==> src/rtl/hongwai_rx.sv <==
// Decoder for a two-block pulse-distance IR frame: leader, 35 payload bits, connector, 32 payload bits, stop.
// Every timing window is fixed at elaboration from the clock rate and the tolerance.
`timescale 1ns/1ps
module hongwai_rx #(
   parameter int CYC_US  = 125,
   parameter int TOL_PCT = 25,
   parameter int US_DIV  = 1   // divides every nominal duration; 1 for real hardware
) (
   input  logic        clk,
   input  logic        rst,
   input  logic        ir_in,
   output logic [34:0] data35,
   output logic [31:0] data32,
   output logic        frame_valid,
   output logic        frame_err,
   output logic [1:0]  err_code,
   output logic        busy
);

   function automatic logic [31:0] win_lo(input int unsigned us);
      longint unsigned num, den;
      num = longint'(us) * longint'(CYC_US) * longint'(100 - TOL_PCT);
      den = 64'd100 * longint'(US_DIV);
      return 32'((num + den - 64'd1) / den);
   endfunction

   function automatic logic [31:0] win_hi(input int unsigned us);
      longint unsigned num, den;
      num = longint'(us) * longint'(CYC_US) * longint'(100 + TOL_PCT);
      den = 64'd100 * longint'(US_DIV);
      return 32'(num / den);
   endfunction

   function automatic logic [31:0] nom_cyc(input int unsigned us);
      return 32'((longint'(us) * longint'(CYC_US)) / longint'(US_DIV));
   endfunction

   localparam logic [31:0] LM_LO  = win_lo(9000);
   localparam logic [31:0] LM_HI  = win_hi(9000);
   localparam logic [31:0] LS_LO  = win_lo(4500);
   localparam logic [31:0] LS_HI  = win_hi(4500);
   localparam logic [31:0] BM_LO  = win_lo(750);
   localparam logic [31:0] BM_HI  = win_hi(750);
   localparam logic [31:0] ZS_LO  = win_lo(450);
   localparam logic [31:0] ZS_HI  = win_hi(450);
   localparam logic [31:0] OS_LO  = win_lo(1500);
   localparam logic [31:0] OS_HI  = win_hi(1500);
   localparam logic [31:0] CS_LO  = win_lo(20000);
   localparam logic [31:0] CS_HI  = win_hi(20000);
   localparam logic [31:0] TO_CYC = nom_cyc(25000);

   typedef enum logic [3:0] {
      IDLE, LEAD_M, LEAD_S, B35_M, B35_S, CON_M, CON_S, B32_M, B32_S, STOP_M
   } state_t;

   state_t      state_q, state_d;
   logic        sync1_q, ir_s_q;
   logic [21:0] cnt_q, cnt_d;
   logic [5:0]  bits_q, bits_d;
   logic [34:0] sh35_q, sh35_d, data35_q, data35_d;
   logic [31:0] sh32_q, sh32_d, data32_q, data32_d;
   logic        fv_q, fv_d, fe_q, fe_d;
   logic [1:0]  ec_q, ec_d;

   logic        edge_w;
   logic [31:0] width_w;
   logic        in_lm, in_ls, in_bm, in_zs, in_os, in_cs;

   // Edge is seen one cycle early from the first flop so the width and the new level line up.
   assign edge_w  = sync1_q ^ ir_s_q;
   assign width_w = {10'd0, cnt_q} + 32'd1;
   assign cnt_d   = edge_w ? 22'd0 : ((&cnt_q) ? cnt_q : cnt_q + 22'd1);

   assign in_lm = (width_w >= LM_LO) && (width_w <= LM_HI);
   assign in_ls = (width_w >= LS_LO) && (width_w <= LS_HI);
   assign in_bm = (width_w >= BM_LO) && (width_w <= BM_HI);
   assign in_zs = (width_w >= ZS_LO) && (width_w <= ZS_HI);
   assign in_os = (width_w >= OS_LO) && (width_w <= OS_HI);
   assign in_cs = (width_w >= CS_LO) && (width_w <= CS_HI);

   always_comb begin
      logic       abort;
      logic [1:0] code;
      state_d  = state_q;
      bits_d   = bits_q;
      sh35_d   = sh35_q;
      sh32_d   = sh32_q;
      data35_d = data35_q;
      data32_d = data32_q;
      fv_d     = 1'b0;
      fe_d     = 1'b0;
      ec_d     = ec_q;
      abort    = 1'b0;
      code     = 2'd0;

      case (state_q)
         IDLE:   if (edge_w && ir_s_q) state_d = LEAD_M;
         LEAD_M: if (edge_w) begin
                    if (in_lm) state_d = LEAD_S;
                    else begin abort = 1'b1; code = 2'd1; end
                 end
         LEAD_S: if (edge_w) begin
                    if (in_ls) begin state_d = B35_M; bits_d = 6'd0; end
                    else begin abort = 1'b1; code = 2'd2; end
                 end
         B35_M, CON_M, B32_M: if (edge_w) begin
                    if (!in_bm) begin abort = 1'b1; code = 2'd1; end
                    else if (state_q == B35_M) state_d = B35_S;
                    else if (state_q == CON_M) state_d = CON_S;
                    else state_d = B32_S;
                 end
         B35_S:  if (edge_w) begin
                    if (in_zs || in_os) begin
                       sh35_d  = {sh35_q[33:0], in_os};
                       bits_d  = bits_q + 6'd1;
                       state_d = (bits_q == 6'd34) ? CON_M : B35_M;
                    end else begin abort = 1'b1; code = 2'd2; end
                 end
         CON_S:  if (edge_w) begin
                    if (in_cs) begin state_d = B32_M; bits_d = 6'd0; end
                    else begin abort = 1'b1; code = 2'd2; end
                 end
         B32_S:  if (edge_w) begin
                    if (in_zs || in_os) begin
                       sh32_d = {sh32_q[30:0], in_os};
                       bits_d = bits_q + 6'd1;
                       if (bits_q == 6'd31) begin
                          state_d  = STOP_M;
                          data35_d = sh35_q;
                          data32_d = {sh32_q[30:0], in_os};
                          fv_d     = 1'b1;
                       end else begin
                          state_d = B32_M;
                       end
                    end else begin abort = 1'b1; code = 2'd2; end
                 end
         STOP_M: state_d = IDLE;
         default: state_d = IDLE;
      endcase

      // A level that has lasted the full timeout with no edge ends the frame.
      if (state_q != IDLE && state_q != STOP_M && !edge_w && width_w >= TO_CYC) begin
         abort = 1'b1;
         code  = 2'd3;
      end

      if (abort) begin
         state_d  = IDLE;
         fe_d     = 1'b1;
         fv_d     = 1'b0;
         ec_d     = code;
         data35_d = data35_q;
         data32_d = data32_q;
      end
   end

   always_ff @(posedge clk) begin
      if (rst) begin
         sync1_q  <= 1'b1;
         ir_s_q   <= 1'b1;
         cnt_q    <= 22'd0;
         state_q  <= IDLE;
         bits_q   <= 6'd0;
         data35_q <= 35'd0;
         data32_q <= 32'd0;
         fv_q     <= 1'b0;
         fe_q     <= 1'b0;
         ec_q     <= 2'd0;
      end else begin
         sync1_q  <= ir_in;
         ir_s_q   <= sync1_q;
         cnt_q    <= cnt_d;
         state_q  <= state_d;
         bits_q   <= bits_d;
         data35_q <= data35_d;
         data32_q <= data32_d;
         fv_q     <= fv_d;
         fe_q     <= fe_d;
         ec_q     <= ec_d;
      end
   end

   always_ff @(posedge clk) begin
      sh35_q <= sh35_d;
      sh32_q <= sh32_d;
   end

   assign data35      = data35_q;
   assign data32      = data32_q;
   assign frame_valid = fv_q;
   assign frame_err   = fe_q;
   assign err_code    = ec_q;
   assign busy        = (state_q != IDLE);

endmodule

==> config.mk <==
export PLATFORM = sky130hd
export DESIGN_NAME = hongwai_rx
export DESIGN_NICKNAME = d
export VERILOG_FILES = /design/src/rtl/hongwai_rx.sv
export SDC_FILE = /design/constraint.sdc
export NUM_CORES = 1
export LEC_CHECK = 0
export ABC_AREA = 0
export ABC_CLOCK_PERIOD_IN_PS = 4300
export BUFFER_PORTS_ARGS = -buffer_cell sky130_fd_sc_hd__buf_2
export CORE_ASPECT_RATIO = 0.5
export CORE_UTILIZATION = 54
export CTS_CLUSTER_DIAMETER = 200
export DETAILED_ROUTE_END_ITERATION = 10
export GPL_TIMING_DRIVEN = 0
export PLACE_DENSITY = 0.76
export SKIP_LAST_GASP = 1
export SYNTH_ARGS = -nofsm -noshare
export SYNTH_HDL_FRONTEND = slang
export SYNTH_SLANG_ARGS = --single-unit
export TNS_END_PERCENT = 30
==> constraint.sdc <==
create_clock -name clk -period 4.3 [get_ports clk]
set_input_delay 0.215 -clock clk [delete_from_list [all_inputs] [get_ports clk]]
set_output_delay 0.215 -clock clk [all_outputs]
set_load 0.005 [all_outputs]
==> results.md, run 1 <==
* Vias in the first global route at 6418
* Switching Fraction at 0.278
* Mapped Area at 0.00823 mm^2
* Clock Latency Late Sink at 430 ps
* Max Root-Sink Buffers at 2
* Multi-input gate area at 0.00398 mm^2
* CTS tree: yes
* Final Hold Viols at 0
* Total power at 3.56 mW
* Port bufs at 74
* Synth-to-layout area growth at 17.9%
* Hold Path Class: in2reg
* MaxCap Viol Count at 0
* WS Path Type: reg2reg
* Post-Place Worst Slack at -828 ps
* Synth Area in XOR/XNOR at 0.0360
* Core Box Area at 0.0147 mm^2
* Crit path max fanout at 10
* Failing checks: negative setup slack
* Cells after Synth at 833
* CTS Root Cell: clkbuf_16
* Comb power frac at 0.087
* Synth Area in Compound Gates at 0.145
* Mux share of post-synthesis cell area at 0.0865
* Seq/Total Area, Yosys at 0.496
* Fill count at about 1200
* Final Cell Area at 0.00970 mm^2
* Yosys Warn Count at 0
* Outcome: finished with violations
* Via count at about 7000
* Placed Area at around 0.0088 mm^2
* Final Max Slew Viols at 0
* Largest family of logic cells by synthesized area: simple AND/OR/NAND/NOR gates
* Unique masters post-synth at 79
* Fin util at 0.662
* Largest net degree at the start of global routing at 32
* Num CTS Buffers at 17
* Clk_skew at 17.6 ps
* Switch Pwr at 0.991 mW
* Synth async-reset ratio at 0
* Syn Nets at around 840
* Final worst slack at -24.3 ps
* Initial core utilization at 0.561
* Final setup fails at 2
* EDFF count, synth at 66
* Slew margin rel. at 0.521
* Residual DRC count at 0
* Cell Count, Final, Fillers Out at about 1100
* Total global-route track usage at 0.280
* Share of layout cells above drive strength 1 at 0.189
* Max VDD drop at 0.403 mV
* Flops & latches, synth at about 170
* P_int at 2.57 mW
* Die Ht at 89.3 um
* RSZ-0062 raised after global routing: yes
* Seq pwr share at 0.477
* DR iter-0 viols at 756
* # diodes at 0
* Clk slew on worst S/H paths at 70 ps
* Htree depth at 4
* Die Footprint at about 0.016 mm^2
* Initial antenna violation count at 0
* Fmax at 0.231 GHz
* PwrDens at 367 mW/mm^2
* WL/cell at roughly 19 um
* Sink Count at 171
* Sequential cell area at just over 0.004 mm^2
* Flop-to-flop setup slack at -20 ps
* Synthesized area per cell at 9.88 um^2
* Gpl congestion at 0.976
* Period utilization at 1.01
* Tightest Pin Transition at 713 ps
* Grt total ovfl at 0
* Endpoint class of the critical path: flip-flop
* Io pins at 75
* Worst Hold Slack at 53.4 ps
* Clk network pwr share at 0.435
* Final wirelength at 22300 um
* Setup TNS at -34.8 ps
* Placed insts at between 1000 and 1500
* Row cnt at 31
* CP Data Required Time at 4600 ps
* Synth Flop Type: dfxtp_1
* Post-Synth Adder-Cell Area at 0.0106
* DIE WIDTH at roughly 180 um
* P_leak at 3.94 nW
* First-pass GRT wire length at approximately 34000 um
* Synth Area in Simple Gates at 0.185
* Arrival time at the worst endpoint at 4630 ps
* ANT nets after route at 0
* Fin crit period at 4320 ps
* First-pass iteration count of the detailed router at 6
* Nets at around 950
* DPL Wire Length at ~15000 um
* Drt via density at 6.24
* Startpoint Class: flip-flop
power by group through the flow:
stage / Clock, mW / Combinational, mW / Sequential (mW)
floorplan: 0 / 0.208 / 1.73
global placement: 0 / 0.285 / 1.74
detailed placement: 0 / 0.287 / 1.74
CTS: 1.57 / 0.296 / 1.70
global route: 1.64 / 0.332 / 1.70
finish: 1.55 / 0.311 / 1.70
kinds of logic after synthesis:
kind of cell             Yosys count
multiplexers                      71
AO/OA/AOI/OAI                    176
AND/OR/NAND/NOR                  298
adder cells (fa/ha/maj)            7
buffers and inverters             77
flip-flops                       171
XOR/XNOR                          33
per-layer routing:
| metal | vias to the layer above | track usage | part of all wire |
|---|---|---|---|
| li1 | 3305 | - | - |
| met1 | 3413 | 0.380 | 0.45 |
| met2 | 381 | 0.451 | 0.45 |
| met3 | 60 | 0.0468 | 0.076 |
| met4 | 0 | 0.114 | 0.024 |
| met5 | - | 0 | 0 |
state kept, by name, summed over array words and instances (netlist names):
signal	flops
bits_q	6
cnt_q	22
data32	32
data35	35
err_code	2
frame_err	1
frame_valid	1
ir_s_q	1
sh32_q	31
sh35_q	35
state_q	4
sync1_q	1
layout by cell type, fill, tap and decap left out, drive strengths merged, types with 7 or more instances in the layout:
cell type / synthesis / routed
clkinv: 0 / 7
ha: 7 / 7
nor3: 24 / 24
a211oi: 10 / 10
clkbuf: 39 / 55
or2: 8 / 8
a31oi: 17 / 17
nand2: 42 / 42
nand3: 23 / 23
edfxtp: 66 / 66
buf: 18 / 101
o21ai: 26 / 26
nor2: 111 / 111
nand4: 19 / 19
a21oi: 48 / 48
nor4: 15 / 15
mux2i: 70 / 70
or3: 10 / 10
xor2: 9 / 9
and3: 11 / 11
inv: 20 / 26
dfxtp: 105 / 105
xnor2: 24 / 24
synth_stat cells (all sizes together) (6+ instances only):
cell | n | area, um^2
xor2 | 9 | 86.3
nand4 | 19 | 140
dfxtp | 105 | 2100
or3 | 10 | 62.6
a211oi | 10 | 75.1
buf | 18 | 109
a31oi | 17 | 106
a21oi | 48 | 252
edfxtp | 66 | 1980
ha | 7 | 87.6
clkbuf | 39 | 146
nand3b | 6 | 45.0
xnor2 | 24 | 210
inv | 20 | 75.1
or2 | 8 | 50.1
mux2i | 70 | 701
o41ai | 6 | 52.6
nor4 | 15 | 115
and3 | 11 | 68.8
nand2 | 42 | 160
o21ai | 26 | 134
nor3 | 24 | 120
nor2 | 111 | 417
nand3 | 23 | 115
worst paths after layout:
path / start / endpoint / depth (start not counted)
setup / recovery: cnt_q[4] / state_q[1] / 11
hold / removal: rst / ir_s_q / 3
setup reg to reg: cnt_q[4] / state_q[1] / 11
hold reg to reg: sync1_q / ir_s_q / 2
timing repair:
action	in CTS	in global routing
setup endpoints to repair	134	147
pin swaps	1	5
resized for setup	9	31
endpoints found under the hold margin	1	0
cloned	1	0
setup buffers	0	10
hold buffers	1	0
worst max-delay path, cell delays in order (launching register included):
cell and delay, ps:
dfxtp_1 550, nand3_1 360, clkbuf_1 330, o31a_1 380, or2_2 350, a2111oi_0 540, o31ai_1 180, a211oi_1 300
a211oi_1 110, nor3_1 310, nand4_1 310, a2111oi_1 480
layout make-up:
class	count	area share
flip-flops and latches	171	0.422
multi-input cells	586	0.410
repair buffers	85	0.0469
clock buffers	17	0.0438
plain buffers	55	0.0263
well taps	198	0.0255
clock inverters	15	0.0178
inverters	20	0.00774
(Power assumes the default switching activity.)
==> run 2, diff against run 1 <==
--- a/config.mk
+++ b/config.mk
@@ -13,7 +13,7 @@
 export CTS_CLUSTER_DIAMETER = 200
 export DETAILED_ROUTE_END_ITERATION = 10
 export GPL_TIMING_DRIVEN = 0
-export PLACE_DENSITY = 0.76
+export PLACE_DENSITY = 0.83
 export SKIP_LAST_GASP = 1
 export SYNTH_ARGS = -nofsm -noshare
 export SYNTH_HDL_FRONTEND = slang
==> results.md, run 2 (synthesis results as in run 1) <==
* Outcome: finished, final reports clean (was finished with violations)
* DR iter-0 viols at 940 (was 756)
* Fmax at 0.238 GHz (was 0.231 GHz)
* Sink Count at 171 (unchanged)
* CP max stage cell: a2111oi_1 (was dfxtp_1)
* CP Data Required Time at 4590 ps (was 4600 ps)
* Most frequent cells in the layout: nor2_1 (111), dfxtp_1 (103), buf_2 (85), mux2i_1 (70), edfxtp_1 (66) (was nor2_1 (111), dfxtp_1 (103), buf_2 (85), mux2i_1 (69), edfxtp_1 (66))
* DPL Wire Length at 15000 um (was 15100 um)
* Switching Fraction at 0.276 (was 0.278)
* Core Box Area at 0.0147 mm^2 (unchanged)
* Final wirelength at 22200 um (was 22300 um)
* First-pass iteration count of the detailed router at 8 (was 6)
* Startpoint Class: flip-flop (unchanged)
* Seq pwr share at 0.464 (was 0.477)
* # diodes at 0 (unchanged)
* Die Footprint at 0.0158 mm^2 (unchanged)
* Max Root-Sink Buffers at 2 (unchanged)
* Synth-to-layout area growth at 17.9% (about the same)
* Clock Latency Late Sink at 430 ps (about the same)
* Largest net degree at the start of global routing at 32 (unchanged)
* PwrDens at 378 mW/mm^2 (was 367 mW/mm^2)
* Grt total ovfl at 0 (unchanged)
* Total global-route track usage at 0.279 (was 0.280)
* Nets at 945 (was 946)
* Share of layout cells above drive strength 1 at 0.184 (was 0.189)
* Slowest stage delay, CP at 530 ps (was 550 ps)
* Num CTS Buffers at 17 (unchanged)
* Clk_skew at 16.1 ps (was 17.6 ps)
* Slew margin rel. at 0.513 (was 0.521)
* Reg-to-Reg Start: cnt_q[0] (was cnt_q[4])
* Port bufs at 74 (unchanged)
* CTS Root Cell: clkbuf_16 (unchanged)
* Post-Place Worst Slack at -885 ps (was -828 ps)
* Hold_sp: rst (unchanged)
* WL/cell at 19.3 um (was 19.4 um)
* Drt via density at 6.24 (about the same)
* RSZ-0062 raised after global routing: yes (unchanged)
* Commonest non-fill, non-tap cell in the layout: nor2_1 (unchanged)
* CTS tree: yes (unchanged)
* Initial antenna violation count at 1 (was 0)
* Placed insts at 1105 (unchanged)
* WS Path Type: reg2reg (unchanged)
* Final Hold Viols at 0 (unchanged)
* Final Max Slew Viols at 0 (unchanged)
* First-pass GRT wire length at 33800 um (was 34000 um)
* Multi-input gate area at 0.00395 mm^2 (was 0.00398 mm^2)
* Worst path cell trace: ha_1 -> nand3_1 -> clkbuf_4 -> nor3_1 -> or2_2 -> clkbuf_1 -> nand4_1 -> a2111oi_1 -> nor3b_1 -> a211o_1 -> a21oi_4 -> nand2_2 -> buf_6 -> buf_6 -> mux2i_1 -> nor2_1 (was nand3_1 -> clkbuf_1 -> o31a_1 -> or2_2 -> a2111oi_0 -> o31ai_1 -> a211oi_1 -> a211oi_1 -> nor3_1 -> nand4_1 -> a2111oi_1)
* Most used cell, CP: buf_6 (was a211oi_1)
* Final setup fails at 0 (was 2)
* Endpoint class of the critical path: flip-flop (unchanged)
* Die Ht at 89.3 um (unchanged)
* Switch Pwr at 1.01 mW (was 0.991 mW)
* Crit path max fanout at 10 (unchanged)
* P_int at 2.65 mW (was 2.57 mW)
* Hold Path Class: in2reg (unchanged)
* Arrival time at the worst endpoint at 4500 ps (was 4630 ps)
* Comb power frac at 0.087 (about the same)
* ANT nets after route at 0 (unchanged)
* Critical path launch point: cnt_q[0] (was cnt_q[4])
* Initial core utilization at 0.561 (unchanged)
* Gpl congestion at 0.976 (about the same)
* Fill count at 1134 (was 1168)
* Fin crit period at 4210 ps (was 4320 ps)
* MaxCap Viol Count at 0 (unchanged)
* Via count at 7155 (was 7159)
* Final worst slack at 90.0 ps (was -24.3 ps)
* Cell Count, Final, Fillers Out at 1146 (was 1147)
* Max VDD drop at 0.322 mV (was 0.403 mV)
* Clk slew on worst S/H paths at 70 ps (about the same)
* Period utilization at 0.979 (was 1.01)
* Sequential cell area at 0.00409 mm^2 (about the same)
* Residual DRC count at 0 (unchanged)
* Vias in the first global route at 6409 (was 6418)
* Row cnt at 31 (unchanged)
* Io pins at 75 (unchanged)
* Htree depth at 4 (unchanged)
* Total power at 3.66 mW (was 3.56 mW)
* DIE WIDTH at 177 um (unchanged)
* Tightest Pin Transition at 726 ps (was 713 ps)
* P_leak at 3.92 nW (was 3.94 nW)
* Clk network pwr share at 0.450 (was 0.435)
* Setup TNS at 0 ps (was -34.8 ps)
[run 2: changes by cell type in the layout (fill, tap and decap cells not counted), sizes merged]
cell / delta
buf: -2
bufinv: +1
clkbuf: +1
clkinv: +1
clkinvlp: -2
[run 2: per-stage QoR]
step / instance area, um^2 / hold slack, ps / utilization
after floorplan: 8230 / 319 / -
after global routing: 9700 / 79.7 / 0.662
after CTS: 9570 / 58.8 / 0.653
after global placement: 8850 / 411 / 0.603
after detailed placement: 8850 / 417 / 0.603
final: 9700 / 68.9 / 0.662
[run 2: metal layers]
layer,up-vias,track usage,routed length [um]
met3,78,0.0570,1780
met4,2,0.102,704
met5,-,0,13
met2,361,0.458,10200
li1,3309,-,-
met1,3405,0.371,9460
[run 2: area by class of cell]
class | instances | share of cell area
clock buffer | 17 | 0.0438
multi-input combinational | 586 | 0.407
inverter | 20 | 0.00774
tap | 198 | 0.0255
timing repair buffer | 83 | 0.0454
clock inverter | 15 | 0.0227
buffer | 56 | 0.0264
sequential | 171 | 0.421
[run 2: what timing repair did]
action                                 4_1_cts  5_1_grt
pin swaps                                    1        4
setup endpoints to repair                  133      145
setup buffers                                2        6
hold buffers                                 1        0
endpoints found under the hold margin        1        0
gates cloned                                 1        0
resized for setup                           12       18
[run 2: critical path: cells and delay by family, from the launching register on]
| family | cells | cell delay [ps] |
|---|---|---|
| AND/OR/NAND/NOR | 7 | 1100 |
| buffers and inverters | 4 | 950 |
| multiplexers | 1 | 190 |
| flip-flops | 1 | 440 |
| AO/OA/AOI/OAI | 3 | 1170 |
| adder cells (fa/ha/maj) | 1 | 210 |
[run 2: path summary, 6_finish.rpt]
path	to	slack, ps	depth (start not counted)
worst max register to register	data35[32]	90	16
worst min register to register	sh35_q[16]	440	0
worst max-delay path	data35[32]	90	16
worst min-delay path	ir_s_q	70	3
[run 2: power by group through the flow]
stage          logic, mW  registers [mW]  clock network [mW]
6_report           0.317            1.70                1.65
5_1_grt            0.345            1.70                1.71
4_1_cts            0.296            1.70                1.65
3_5_place_dp       0.281            1.74                   0
3_3_place_gp       0.278            1.74                   0
2_1_floorplan      0.208            1.73                   0
